--- src/rtl/mem_seq_pkg.sv ---
// Shared types for the multicycle CPU memory access sequencer.
package mem_seq_pkg;

  typedef enum logic [1:0] {
    IDLE = 2'd0,
    RD   = 2'd1,
    WR   = 2'd2,
    RESP = 2'd3
  } seqState_e;

  typedef enum logic {
    FETCH = 1'b0,
    DATA  = 1'b1
  } reqId_e;

  localparam int unsigned CNT_W = 4;

endpackage

--- src/rtl/rr_arb2.sv ---
// Two-way round-robin arbiter: fetch is req[0], data is req[1].
module rr_arb2
  import mem_seq_pkg::*;
(
  input  logic       clk,
  input  logic       reset,
  input  logic [1:0] req,
  input  logic       en,
  output logic [1:0] grant
);

  reqId_e lastGrantQ;

  always_comb begin
    grant = 2'b00;
    if (en) begin
      unique case (req)
        2'b01:   grant = 2'b01;
        2'b10:   grant = 2'b10;
        // On a tie the requester that did not win last time goes first.
        2'b11:   grant = (lastGrantQ == DATA) ? 2'b01 : 2'b10;
        default: grant = 2'b00;
      endcase
    end
  end

  always_ff @(posedge clk or negedge reset) begin
    if (!reset) begin
      lastGrantQ <= DATA;
    end else if (|grant) begin
      lastGrantQ <= grant[1] ? DATA : FETCH;
    end
  end

endmodule

--- src/rtl/mem_access_sequencer.sv ---
// Shares the single-port CPU memory between fetch and data requesters, inserting
// read wait states and a one-cycle write strobe, then acking the granted requester.
module mem_access_sequencer
  import mem_seq_pkg::*;
#(
  parameter int unsigned ADDR_W   = 32,
  parameter int unsigned DATA_W   = 32,
  parameter int unsigned READ_LAT = 2
) (
  input  logic              clk,
  input  logic              reset,
  input  logic              if_req,
  input  logic [ADDR_W-1:0] if_addr,
  output logic              if_ack,
  output logic [DATA_W-1:0] if_rdata,
  input  logic              ds_req,
  input  logic              ds_we,
  input  logic [ADDR_W-1:0] ds_addr,
  input  logic [DATA_W-1:0] ds_wdata,
  output logic              ds_ack,
  output logic [DATA_W-1:0] ds_rdata,
  output logic [ADDR_W-1:0] mem_addr,
  output logic [DATA_W-1:0] mem_wdata,
  output logic              mem_wr,
  input  logic [DATA_W-1:0] mem_rdata,
  output logic              busy,
  output logic [1:0]        estado
);

  localparam logic [CNT_W-1:0] LastCnt = CNT_W'(READ_LAT - 1);

  seqState_e         stateQ, stateD;
  logic [CNT_W-1:0]  cntQ, cntD;
  reqId_e            grantIdQ;
  logic [ADDR_W-1:0] memAddrQ;
  logic [DATA_W-1:0] memWdataQ;
  logic [DATA_W-1:0] ifRdataQ, dsRdataQ;
  logic [1:0]        grant;
  logic              readDone;

  rr_arb2 uArb (
    .clk   (clk),
    .reset (reset),
    .req   ({ds_req, if_req}),
    .en    (stateQ == IDLE),
    .grant (grant)
  );

  assign readDone = (stateQ == RD) && (cntQ == LastCnt);

  always_ff @(posedge clk or negedge reset) begin
    if (!reset) begin
      stateQ <= IDLE;
      cntQ   <= '0;
    end else begin
      stateQ <= stateD;
      cntQ   <= cntD;
    end
  end

  always_comb begin
    stateD = stateQ;
    cntD   = cntQ;
    unique case (stateQ)
      IDLE: begin
        if (|grant) begin
          stateD = (grant[1] && ds_we) ? WR : RD;
          cntD   = '0;
        end
      end
      RD: begin
        cntD = cntQ + CNT_W'(1);
        if (readDone) stateD = RESP;
      end
      WR:      stateD = RESP;
      RESP:    stateD = IDLE;
      default: stateD = IDLE;
    endcase
  end

  always_comb begin
    mem_wr = (stateQ == WR);
    if_ack = (stateQ == RESP) && (grantIdQ == FETCH);
    ds_ack = (stateQ == RESP) && (grantIdQ == DATA);
    busy   = (stateQ != IDLE);
    estado = stateQ;
  end

  // Request inputs are latched at grant so the requester's bus is ignored until IDLE.
  always_ff @(posedge clk or negedge reset) begin
    if (!reset) begin
      grantIdQ  <= FETCH;
      memAddrQ  <= '0;
      memWdataQ <= '0;
      ifRdataQ  <= '0;
      dsRdataQ  <= '0;
    end else begin
      if ((stateQ == IDLE) && (|grant)) begin
        grantIdQ <= grant[1] ? DATA : FETCH;
        memAddrQ <= grant[1] ? ds_addr : if_addr;
        if (grant[1]) memWdataQ <= ds_wdata;
      end
      if (readDone) begin
        if (grantIdQ == DATA) dsRdataQ <= mem_rdata;
        else                  ifRdataQ <= mem_rdata;
      end
    end
  end

  assign mem_addr  = memAddrQ;
  assign mem_wdata = memWdataQ;
  assign if_rdata  = ifRdataQ;
  assign ds_rdata  = dsRdataQ;

endmodule

--- config.mk ---
export PLATFORM = sky130hd
export DESIGN_NAME = mem_access_sequencer
export DESIGN_NICKNAME = d
export VERILOG_FILES = /design/src/rtl/mem_seq_pkg.sv /design/src/rtl/rr_arb2.sv /design/src/rtl/mem_access_sequencer.sv
export SDC_FILE = /design/constraint.sdc
export NUM_CORES = 1
export LEC_CHECK = 0
export ABC_AREA = 0
export CAP_MARGIN = 20
export CORE_UTILIZATION = 42
export CTS_BUF_LIST = sky130_fd_sc_hd__clkbuf_8 sky130_fd_sc_hd__clkbuf_16
export CTS_CLUSTER_SIZE = 14
export DETAILED_ROUTE_END_ITERATION = 8
export GPL_ROUTABILITY_DRIVEN = 0
export GPL_TIMING_DRIVEN = 0
export PLACE_DENSITY = 0.91
export SLEW_MARGIN = 5
export SYNTH_ARGS = -nofsm -noshare
export SYNTH_HDL_FRONTEND = slang
export SYNTH_SLANG_ARGS = --single-unit
--- constraint.sdc ---
create_clock -name clk -period 3 [get_ports clk]
set_clock_uncertainty 0.2 [all_clocks]
set_input_delay 0.45 -clock clk [delete_from_list [all_inputs] [get_ports clk]]
set_output_delay 0.45 -clock clk [all_outputs]
set_load 0.005 [all_outputs]
Word level (Yosys, flattened, before mapping)
Index checks and enable logic that the tools add are counted.
{ "op_classes": {"bitwise": 1, "eq_ne": 9, "addsub": 1, "mux": 11, "reduce_logical": 14} }
{ "ops": {"columns": ["cell", "n"], "rows": [
  ["2-to-1 mux 32 bit", 1],
  ["2-to-1 mux 2 bit", 5],
  ["AND reduction 2 bit", 5],
  ["equality test 2 bit (second input constant)", 4],
  ["one-hot mux 2 bit (4 select lines)", 1],
  ["one-hot mux 4 bit (2 select lines)", 1],
  ["one-hot mux 2 bit (3 select lines)", 1],
  ["logical AND 1 bit", 5],
  ["adder 4 x 1 -> 4 bit (second input constant)", 1],
  ["equality test 2 x 1 -> 1 bit (second input constant)", 2],
  ["equality test 4 x 1 -> 1 bit (second input constant)", 1],
  ["2-to-1 mux 4 bit", 1],
  ["!= test 2 bit (second input constant)", 2],
  ["nonzero test 2 bit", 2],
  ["logical NOT 2 bit", 1],
  ["OR reduction 2 bit", 1],
  ["2-to-1 mux 1 bit", 1],
  ["inverter 1 bit", 1]
]} }
{ "totals": {"output_inout_bits": 134, "register_bits": 136, "wordCells": 44, "inputBits": 133} }

Depth between registers and ports, before layout
Gate-level depths: netlist of the first run.
{ "logic_depth": {"word_depth": 7, "depth_mapped": 8, "ltp_nobuf": 5} }

Hierarchy
From an unflattened synthesis of the first run, not the netlist that was laid out.
{ "unflattened": {"cells_unflattened": 405, "area_unflattened_um2": 5592.9} }
{ "modules_own_cells": {"columns": ["mod", "area_per_inst_um2", "cells_each", "seq_area_each_um2", "instances"], "rows": [
  ["mem_access_sequencer", 5530.3, 397, 3378.2, 1],
  ["rr_arb2", 62.6, 8, 26.3, 1]
]} }

Worst setup path after synthesis of the first run
No wires, ideal clock.
{ "synth_timing": {"path_type": "reg-to-reg", "startpoint": "register stateQ[0], in the netlist estado[0]", "endpoint": "register memWdataQ[0], in the netlist mem_wdata[0]", "setup_ns": 0.125, "n_path_buf": 2, "required_time_ns": 2.675, "stages_incl_launch_ff": 8, "synth_period_minus_slack_ns": 2.272, "t_arrival_ns": 1.947, "slack_ns": 0.728, "path_cell_list": "dfrtp_1 inv_1 ha_1 clkbuf_1 nand2_1 nor2_1 buf_2 mux2_2"} }
{ "synth_via": {"elab_chain_len": 5} }
{ "synth_rtl": {"columns": ["element", "line_no", "rtl"], "rows": [
  ["from (decl)", "mem_access_sequencer.sv:32", "seqState_e stateQ, stateD;"],
  ["from (signal assigned)", "mem_access_sequencer.sv:56", "stateQ <= stateD;"],
  ["logical NOT 2 bit *", "mem_access_sequencer.sv:45, mem_access_sequencer.sv:98", null],
  ["2-to-1 mux 2 bit", "rr_arb2.sv:16", "if (en) begin"],
  ["OR reduction 2 bit", "mem_access_sequencer.sv:98", "if ((stateQ == IDLE) && (|grant)) begin"],
  ["logical AND 1 bit", "mem_access_sequencer.sv:98", null],
  ["AND reduction 2 bit (no source line) *", null, null],
  ["to (signal assigned)", "mem_access_sequencer.sv:101", "if (grant[1]) memWdataQ <= ds_wdata;"],
  ["to (decl)", "mem_access_sequencer.sv:36", "logic [DATA_W-1:0] memWdataQ;"]
]} }
Mark *: on every way between the ends. The rest lies on a longest branch, timed or not.
A chain may end at the register's enable or synchronous reset.

Worst setup path in the final report of the first run
{ "layout_timing": {"startpoint": "register stateQ[0], in the netlist estado[0]", "endpoint": "output port busy"} }
{ "layout_via": {"elab_chain_len": 1} }
{ "layout_rtl": {"columns": ["element", "line_no", "rtl"], "rows": [
  ["nonzero test 2 bit", "mem_access_sequencer.sv:85", "busy = (stateQ != IDLE);"],
  ["to (decl)", "mem_access_sequencer.sv:26", "output logic busy,"]
]} }
No other way between the ends.

==> results by group, run 1 <==
Timing
  • Final Hold Viols: 0
  • RSZ-0062 raised after global routing: no
  • Slew @ Worst Pin: ~610 ps
  • Max-slew violation count: 0
  • Final setup violating endpoints: 0
  • Achievable Freq: 352 MHz
  • Clock period minus final worst setup slack: 2840 ps
  • Tcrit/Tclk final: between 90% and 100%
  • Total negative slack: 0 ps
  • Final worst slack: 162 ps
  • Worst slew margin: ~60%

Cells and area
  • Commonest non-fill, non-tap cell in the layout: clkdlybuf4s50_1
  • P&R area growth vs syn: 59.7%
  • Layout cell share with drive strength beyond 1: ~19%
  • Commonest non-fill, non-tap cells in the layout: clkdlybuf4s50_1 (264), dfrtp_1 (135), mux2_2 (65)
  • Final nets: approximately 870
  • Ant. Diodes: 0
  • Final Util: between 60% and 70%

Setup path
  • WP data required: about 2400 ps
  • R2R depth: 6
  • Critical path fanouts, max: 10
  • Worst Setup End Kind: output port
  • CP startpoint kind: flop
  • Setup CP Type: flop to output port
  • Arr. time, crit path: approximately 2200 ps

Clock tree
  • Clock sinks: between 100 and 150
  • Skew-Pair Late Insertion Delay: about 420 ps
  • Depth of the CTS H-tree: 4
  • CTS tree: done
  • CTS Buf Count: 17
  • Setup repair bufs after CTS: 0
  • CTS clk-pin slew, worst paths: about 60 ps
  • Root buffer cell: clkbuf_16
  • CTS Buffer Depth: 2

Route
  • Remaining antenna violation count: 0
  • Post-DR wirelength/cell: approximately 20 um
  • Initial DRC count: 308
  • Final WL: between 15000 and 20000 um
  • DR top layer: met4
  • Router iterations before antenna repair: 6
  • DR DRC count: 0
  • Met1 wire length: 6760 um
  • Met3 routed WL: ~1600 um
  • Avg Vias per Cell: ~5.4
  • WL met2: 9460 um
  • DR vias: approximately 5000

Logic synthesis
  • Post-Syn Area: roughly 6000 um2
  • Syn_nets: a little under 600
  • Synth Warn #: 0
  • Cells after Synth: 447
  • #FFs+latches synth: between 100 and 150
  • Post-synth cell types: 33
  • Post-Syn Area per Cell: ~13 um2
  • Sequential-to-total area share from yosys stat: about 58%

Power and ir drop
  • Worst vdd ir: approximately 0.00045 V
  • PwrDens: 1050 nW/um2
  • Static leakage: about 3.9 nW

Floorplanning
  • DIE AREA: 14500 um2
  • Cell Rows: between 40 and 50
  • Die width: between 100 and 150 um
  • Total core area: about 13000 um2
  • Initial Utilization: between 40% and 50%
  • Die Height: between 100 and 150 um
  • I/O pin count: about 270

Place
  • Port-buffer cells: between 200 and 300
  • DPL Wire Length: 13400 um
  • Place WS: 113 ps

GRT
  • Vias in the first global route: approximately 5400
  • Initial antenna violation count: 0
  • Remaining Overflow, GRT: 0
  • Largest net degree at the start of global routing: 87
  • First-pass GRT wire length: 28700 um
  • Tot GR Track Use: about a quarter

Min path
  • Hold Path Depth: 3
  • Worst hold path class: primary input to flop

Flow run
  • Max-cap check violation count: 0

Status
  • Run status: finished clean
layout make-up:
class / count / area [um2]
Fill cell: 917 / 4070
Timing Repair Buffer: 267 / 2690
Inverter: 9 / 33.8
Sequential cell: 136 / 3400
Buffer: 37 / 171
Tap cell: 176 / 220
Multi-Input combinational cell: 264 / 2260
Clock buffer: 21 / 480
Clock inverter: 11 / 120
synth_stat cells (all sizes together):
| library cell | instances | share of area [%] |
|---|---|---|
| or3 | 1 | 0.11 |
| o21ai | 36 | 3.1 |
| o32ai | 2 | 0.30 |
| nor3 | 1 | 0.17 |
| nor2b | 1 | 0.11 |
| or4b | 1 | 0.17 |
| ha | 7 | 1.5 |
| or2 | 1 | 0.11 |
| a22o | 1 | 0.15 |
| buf | 12 | 1.3 |
| clkbuf | 26 | 1.7 |
| or3b | 1 | 0.19 |
| a21oi | 1 | 0.085 |
| o2111ai | 32 | 4.8 |
| nor2 | 34 | 2.2 |
| and2 | 2 | 0.21 |
| mux2 | 97 | 21 |
| o21a | 1 | 0.13 |
| dfstp | 1 | 0.45 |
| nand3 | 3 | 0.26 |
| nand2b | 3 | 0.32 |
| mux2i | 1 | 0.17 |
| a31oi | 32 | 3.4 |
| o2bb2ai | 1 | 0.15 |
| dfrtp | 135 | 58 |
| nand2 | 2 | 0.13 |
| o22ai | 2 | 0.21 |
| inv | 9 | 0.58 |
| nor3b | 1 | 0.13 |
stage by stage:
stage	std cells	hold slack (ps)	total power, mW	area [um2]
CTS	921	300	9.91	9380
finish	921	299	9.85	9380
global placement	888	271	7.47	8750
global route	921	315	10.4	9380
floorplan	447	-45.6	5.09	5870
detailed placement	889	229	7.73	8780
cell families after synthesis:
logic type | count (synthesis) | share of synthesized area, %
flops | 136 | 58.0
simple gates | 51 | 4.07
compound gates | 108 | 12.3
mux | 98 | 20.7
buf+inv | 47 | 3.54
fa+ha+maj | 7 | 1.49
repair_timing:
item                       4_1_cts  5_1_grt
hold endpoints to repair        49        0
gates resized for setup          1        0
hold buffers                     1        0
setup endpoints to repair        1        0
state kept, by name (all words and copies together) (netlist names):
register and cells:
uArb.lastGrantQ 1, cntQ 4, mem_addr 32, if_rdata 32, grantIdQ 1, ds_rdata 32, mem_wdata 32, estado 2
where the power goes:
group          switching [mW]  internal [mW]  total [mW]  leakage, nW
Clock                   0.792           1.31        2.10        0.297
Combinational            1.61           2.75        4.37         2.00
Sequential              0.602           2.78        3.38         1.59
worst paths after layout:
path	start	end	slack [ps]
min	ds_req	mem_addr[0]	300
max reg2reg	estado[0]	mem_wdata[17]	260
max	estado[0]	busy	160
min reg2reg	if_rdata[4]	if_rdata[4]	300
min in group asynchronous	reset	ds_rdata[8]	370
max in group asynchronous	reset	mem_wdata[18]	1450
critical path: stages (launching register included):
cell,delay (ps)
dfrtp_1,420
inv_1,150
ha_1,400
clkbuf_2,290
inv_1,60
clkdlybuf4s50_1,440
per-layer routing:
layer  global-route usage (%)  vias to the layer above
met5                        0                        -
met4                     12.3                        0
met3                     8.02                       38
met2                     45.9                      293
met1                     29.2                     2462
li1                         -                     2223
Power figures use the tool's default switching activity.
==> run 2: changes to the inputs <==
--- a/config.mk
+++ b/config.mk
@@ -5,7 +5,7 @@
 export SDC_FILE = /design/constraint.sdc
 export NUM_CORES = 1
 export LEC_CHECK = 0
-export ABC_AREA = 0
+export ABC_AREA = 1
 export CAP_MARGIN = 20
 export CORE_UTILIZATION = 42
 export CTS_BUF_LIST = sky130_fd_sc_hd__clkbuf_8 sky130_fd_sc_hd__clkbuf_16
==> results by group, run 2 <==
GRT
  • Remaining Overflow, GRT: 0
  • Tot GR Track Use: about a quarter
  • Largest net degree at the start of global routing: 79
  • Initial antenna violation count: 0
  • First-pass GRT wire length: between 20000 and 30000 um
  • Vias in the first global route: just under 6000

Timing
  • RSZ-0062 raised after global routing: no
  • Final setup violating endpoints: 0
  • Slew @ Worst Pin: 569 ps
  • Achievable Freq: between 300 and 400 MHz
  • Clock period minus final worst setup slack: about 2500 ps
  • Tcrit/Tclk final: approximately 84%
  • Max-slew violation count: 0
  • Worst slew margin: 62.1%
  • Final Hold Viols: 0
  • Worst hold margin: between 200 and 300 ps
  • Final worst slack: 466 ps

Logic synthesis
  • Top_reg_cell synth: dfrtp_1
  • Top cells by count, synth: nand2_1 (244), dfrtp_1 (135), inv_1 (76)
  • Cell with the most instances after synthesis: nand2_1
  • Area leader, netlist: dfrtp_1
  • Syn_nets: between 800 and 900
  • Post-Synth XOR/XNOR Area: 0.150%
  • Post-synth cell types: 22
  • Post-synthesis compound-gate area fraction: under 10%
  • Largest cells by area after synthesis: dfrtp_1 (58%), nand2_1 (16%), inv_1 (4.9%)
  • Top-area cell type share of the netlist area: 57.9%
  • Sequential-to-total area share from yosys stat: 58.4%
  • Cells after Synth: between 600 and 700
  • Post-synth EDFFs: 0
  • #FFs+latches synth: about 140
  • Async set-reset flop share out of synthesis: 100%
  • Mux cell area share after synthesis: 0%
  • Combinational family with the most area after synthesis: simple AND/OR/NAND/NOR gates
  • Post-Syn Area per Cell: around 8.5 um2
  • Simple-gate portion of the synthesized area: 22.6%
  • Synth Warn #: 0
  • Adder-Cell Fraction of Synth Area: 1.50%
  • Post-Syn Area: ~5800 um2

Route
  • Initial DRC count: 428
  • DR DRC count: 0
  • Avg Vias per Cell: a little under 5
  • Router iterations before antenna repair: 5
  • Final WL: ~18000 um
  • DR vias: between 5000 and 6000
  • Remaining antenna violation count: 0
  • Post-DR wirelength/cell: about 16 um

Clock tree
  • CTS Buf Count: 17
  • Clock sinks: between 100 and 150
  • Post-CTS sizing: 0
  • CTS clk-pin slew, worst paths: approximately 60 ps
  • CTS Buffer Depth: 2
  • Root buffer cell: clkbuf_16
  • Depth of the CTS H-tree: 4
  • Skew-Pair Late Insertion Delay: 410 ps
  • CTS tree: done
  • Setup repair bufs after CTS: 0

Place
  • DPL Wire Length: 12900 um
  • Port-buffer cells: 266
  • Place WS: slightly above 900 ps
  • Post-Place Cells: approximately 1100

Setup path
  • Reg-to-reg critical path endpoint: mem_addr[25]
  • Arr. time, crit path: 1880 ps
  • Critical path fanouts, max: 5
  • RR Startpoint: estado[0]
  • R2R depth: 8
  • CP startpoint kind: flop
  • R2R setup slack: around 980 ps
  • Setup CP Type: flop to output port
  • WP data required: about 2400 ps
  • Worst Setup End Kind: output port

Cells and area
  • Commonest non-fill, non-tap cell in the layout: clkdlybuf4s50_1
  • Reg area: roughly 3400 um2
  • Commonest non-fill, non-tap cells in the layout: clkdlybuf4s50_1 (265), nand2_1 (244), dfrtp_1 (135)
  • Final nets: between 1000 and 1500
  • Non-Filler Instances: 1159
  • P&R area growth vs syn: 60.5%
  • Layout cell share with drive strength beyond 1: 7.22%
  • Area occupied by multi-input gates: between 1500 and 2000 um2
  • Ant. Diodes: 0
  • Filler Cell Count: 964

Floorplanning
  • Initial Utilization: 43.5%
  • Die Height: around 120 um
  • DIE AREA: 14400 um2
  • I/O pin count: around 270
  • Total core area: between 10000 and 15000 um2
  • Die width: between 100 and 150 um
  • Cell Rows: 42

Flow run
  • Max-cap check violation count: 0

Power and ir drop
  • Overall Power: 9.71 mW
  • Worst vdd ir: slightly below 0.0005 V
  • Static leakage: about 4.6 nW
  • PwrDens: between 1000 and 1500 nW/um2

Min path
  • Worst hold path class: flop to flop
  • Hold Path Depth: 2
  • WHS Endpoint: mem_wdata[21]
  • Min-delay src: mem_wdata[21]

Status
  • Run status: finished clean
## run 2: changes by cell type after synthesis, moves of 30 or more
| cell | before | now |
|---|---|---|
| nand2_1 | 2 | 244 |
| mux2_4 | 30 | 0 |
| a31oi_1 | 32 | 0 |
| o2111ai_1 | 32 | 0 |
| mux2_2 | 65 | 0 |
| inv_1 | 9 | 76 |
| nand3_1 | 3 | 39 |
| o21ai_1 | 0 | 48 |
## run 2: area by class of cell
class | count | area share (%)
tap | 176 | 2.35
clock buffer | 17 | 4.54
timing repair buffer | 268 | 28.8
inverter | 79 | 3.17
multi-input combinational | 434 | 20.5
buffer | 35 | 2.27
clock inverter | 14 | 1.96
sequential | 136 | 36.4
## run 2: worst max path at each step
stage                   start       endpoint  slack [ps]  depth (start not counted)
floorplan           estado[0]  mem_wdata[10]        1290                          9
global placement        reset  mem_wdata[11]       -4080                          1
detailed placement     ds_req  mem_wdata[22]         910                          8
CTS                 estado[0]           busy         450                          4
global route        estado[1]           busy         370                          4
finish              estado[0]           busy         470                          4
## run 2: what timing repair did
| action | 4_1_cts | 5_1_grt |
|---|---|---|
| hold buffers | 1 | 0 |
| endpoints found under the setup margin | 0 | 0 |
| endpoints found under the hold margin | 57 | 0 |
## run 2: power breakdown
group | switching (mW) | internal (mW) | total, mW
Combinational | 1.92 | 2.34 | 4.26
Clock | 0.787 | 1.38 | 2.16
Sequential | 0.538 | 2.75 | 3.29
## run 2: layer usage
layer,track usage [%],vias up,wire (um)
met4,12.9,0,580
met1,29.2,2735,6790
met2,46.6,250,9420
li1,-,2687,-
met5,0,-,0
met3,6.46,48,1230
## run 2: metrics by stage
step                      area (um2)  TNS, ps  utilization (%)
final                           9360        0             69.9
after global routing            9360        0             69.9
after CTS                       9360        0             69.9
after detailed placement        8740        0             65.3
after global placement          8720  -551770             65.0
after floorplan                 5830        0                -
## run 2: logic make-up (layout without fill, tap and decap cells)
| kind of cell | after synthesis | count (layout) |
|---|---|---|
| buffers and inverters | 114 | 413 |
| adders and majority gates | 7 | 7 |
| xor gates and xnor gates | 1 | 1 |
| and+or+nand+nor | 325 | 325 |
| AOI/OAI and AO/OA | 101 | 101 |
| DFF | 136 | 136 |
## run 2: critical path, stage by stage (launching register included)
cell	delay, ps
dfrtp_1	430
inv_1	120
ha_1	280
inv_1	110
clkdlybuf4s50_1	530
==> run 3: changes to the inputs <==
==> constraint.sdc (replaced) <==
create_clock -name clk -period 2.55 [get_ports clk]
set_clock_uncertainty 0.2 [all_clocks]
set_input_delay 0.3825 -clock clk [delete_from_list [all_inputs] [get_ports clk]]
set_output_delay 0.3825 -clock clk [all_outputs]
set_load 0.005 [all_outputs]
==> results by group, run 3 (synthesized netlist as in run 2, its figures left out) <==
Timing
  • Tcrit/Tclk final: a little over nine tenths
  • Max-slew violation count: 0
  • Slew @ Worst Pin: 569 ps
  • Final setup violating endpoints: 0
  • Final worst slack: between 80 and 90 ps
  • Final Hold Viols: 0
  • Worst slew margin: around 62%
  • Clock period minus final worst setup slack: 2470 ps
  • Achievable Freq: between 400 and 500 MHz
  • RSZ-0062 raised after global routing: no
  • Worst hold margin: between 200 and 300 ps

Floorplanning
  • Total core area: 13400 um2
  • I/O pin count: 267
  • Die width: around 120 um
  • Cell Rows: 42
  • Initial Utilization: 43.5%
  • DIE AREA: 14400 um2
  • Die Height: 120 um

Place
  • Place WS: ~530 ps
  • Area post-placement: between 8000 and 9000 um2
  • Port-buffer cells: 266
  • DPL Wire Length: 12900 um

Setup path
  • Arr. time, crit path: 1880 ps
  • Critical path fanouts, max: 5
  • Crit-path max cell delay: about 530 ps
  • Crit path max-delay cell type: clkdlybuf4s50_1
  • CP most frequent cell: inv_1
  • Buf+Inv Stages, Crit Path: 3
  • Crit path cell chain: inv_1 -> ha_1 -> inv_1 -> clkdlybuf4s50_1
  • Worst Setup End Kind: output port
  • Setup CP Type: flop to output port
  • CP startpoint kind: flop
  • Critical Path Start: estado[0]
  • Family with the most delay on the worst path: buffers and inverters
  • R2R setup slack: between 500 and 600 ps
  • WP data required: 1970 ps
  • RR Startpoint: estado[0]

Cells and area
  • Ant. Diodes: 0
  • Final non-filler cell area: around 9400 um2
  • Final nets: 1111
  • Commonest non-fill, non-tap cell in the layout: clkdlybuf4s50_1
  • P&R area growth vs syn: 60.6%
  • Layout cell share with drive strength beyond 1: between 7 and 8%
  • Commonest non-fill, non-tap cells in the layout: clkdlybuf4s50_1 (265), nand2_1 (244), dfrtp_1 (134)

Route
  • DR vias: 5719
  • Remaining antenna violation count: 0
  • Avg Vias per Cell: around 5
  • DR DRC count: 0
  • Post-DR wirelength/cell: roughly 16 um
  • Initial DRC count: approximately 430
  • Final WL: about 18000 um
  • Router iterations before antenna repair: 5

Clock tree
  • CTS tree: done
  • Root buffer cell: clkbuf_16
  • Depth of the CTS H-tree: 4
  • CTS Buf Count: 17
  • CTS Buffer Depth: 2
  • CTS clk-pin slew, worst paths: roughly 60 ps
  • Clock sinks: around 140
  • Skew-Pair Late Insertion Delay: around 400 ps

Status
  • Run status: finished clean

Power and ir drop
  • Combinational Power Share: 43.8%
  • Clock power share: 22.3%
  • PwrDens: approximately 1200 nW/um2
  • Switching pwr: between 3 and 4 mW
  • Int Power: about 7.6 mW
  • Flop pwr share: around a third
  • Worst vdd ir: 0.000571 V
  • Switching part of the total: about a third
  • Static leakage: around 4.6 nW

GRT
  • Tot GR Track Use: a little over a quarter
  • Initial antenna violation count: 0
  • Vias in the first global route: 5783
  • Largest net degree at the start of global routing: between 70 and 80
  • Remaining Overflow, GRT: 0
  • First-pass GRT wire length: 28800 um

Flow run
  • Max-cap check violation count: 0

Min path
  • Worst hold path class: flop to flop
  • Min-delay src: mem_wdata[21]
run 3: worst register-to-register path, delay by kind of cell (launching register included):
kind | cells | cell delay [ps]
buffers and inverters | 3 | 460
adders and majority gates | 1 | 280
DFF | 1 | 430
and+or+nand+nor | 3 | 410
AOI/OAI and AO/OA | 1 | 160
run 3: path summary, 6_finish.rpt:
check / to / cells after the start
max: busy / 4
min: mem_wdata[21] / 2
max reg2reg: mem_addr[25] / 8
min reg2reg: mem_wdata[21] / 2
max in group asynchronous: if_rdata[31] / 3
min in group asynchronous: mem_addr[10] / 2
run 3: layout make-up:
cell class	count	area, um2
plain buffers	35	213
multi-input cells	434	1920
repair buffers	268	2700
fillers	965	4040
clock inverters	14	184
flip-flops and latches	136	3410
clock buffers	17	425
inverters	79	297
well taps	176	220
run 3: power by group through the flow:
stage	clock network [mW]	logic (mW)	registers, mW
final	2.55	5.01	3.87
after global routing	2.68	5.49	3.99
after CTS	2.57	5.04	3.86
after detailed placement	0	4.95	3.86
after global placement	0	4.78	3.82
after floorplan	0	1.89	3.90
run 3: timing repair:
action,4_1_cts,5_1_grt
endpoints found under the hold margin,57,0
endpoints found under the setup margin,0,1
setup buffers,0,0
gates resized for setup,0,1
hold buffers,1,0
run 3: through the flow:
stage | TNS (ps) | utilization (%) | cells | power (mW)
detailed placement | 0 | 65.3 | 1127 | 8.81
CTS | 0 | 69.9 | 1159 | 11.5
global placement | -603790 | 65.0 | 1126 | 8.60
floorplan | 0 | - | 684 | 5.79
global route | 0 | 69.9 | 1159 | 12.2
finish | 0 | 69.9 | 1159 | 11.4
run 3: routing by layer:
metal / track usage, % / vias to the layer above / wire length [um]
met3: 6.46 / 48 / 1230
li1: - / 2687 / -
met5: 0 / - / 0
met1: 29.2 / 2734 / 6790
met4: 12.9 / 0 / 580
met2: 46.6 / 250 / 9430
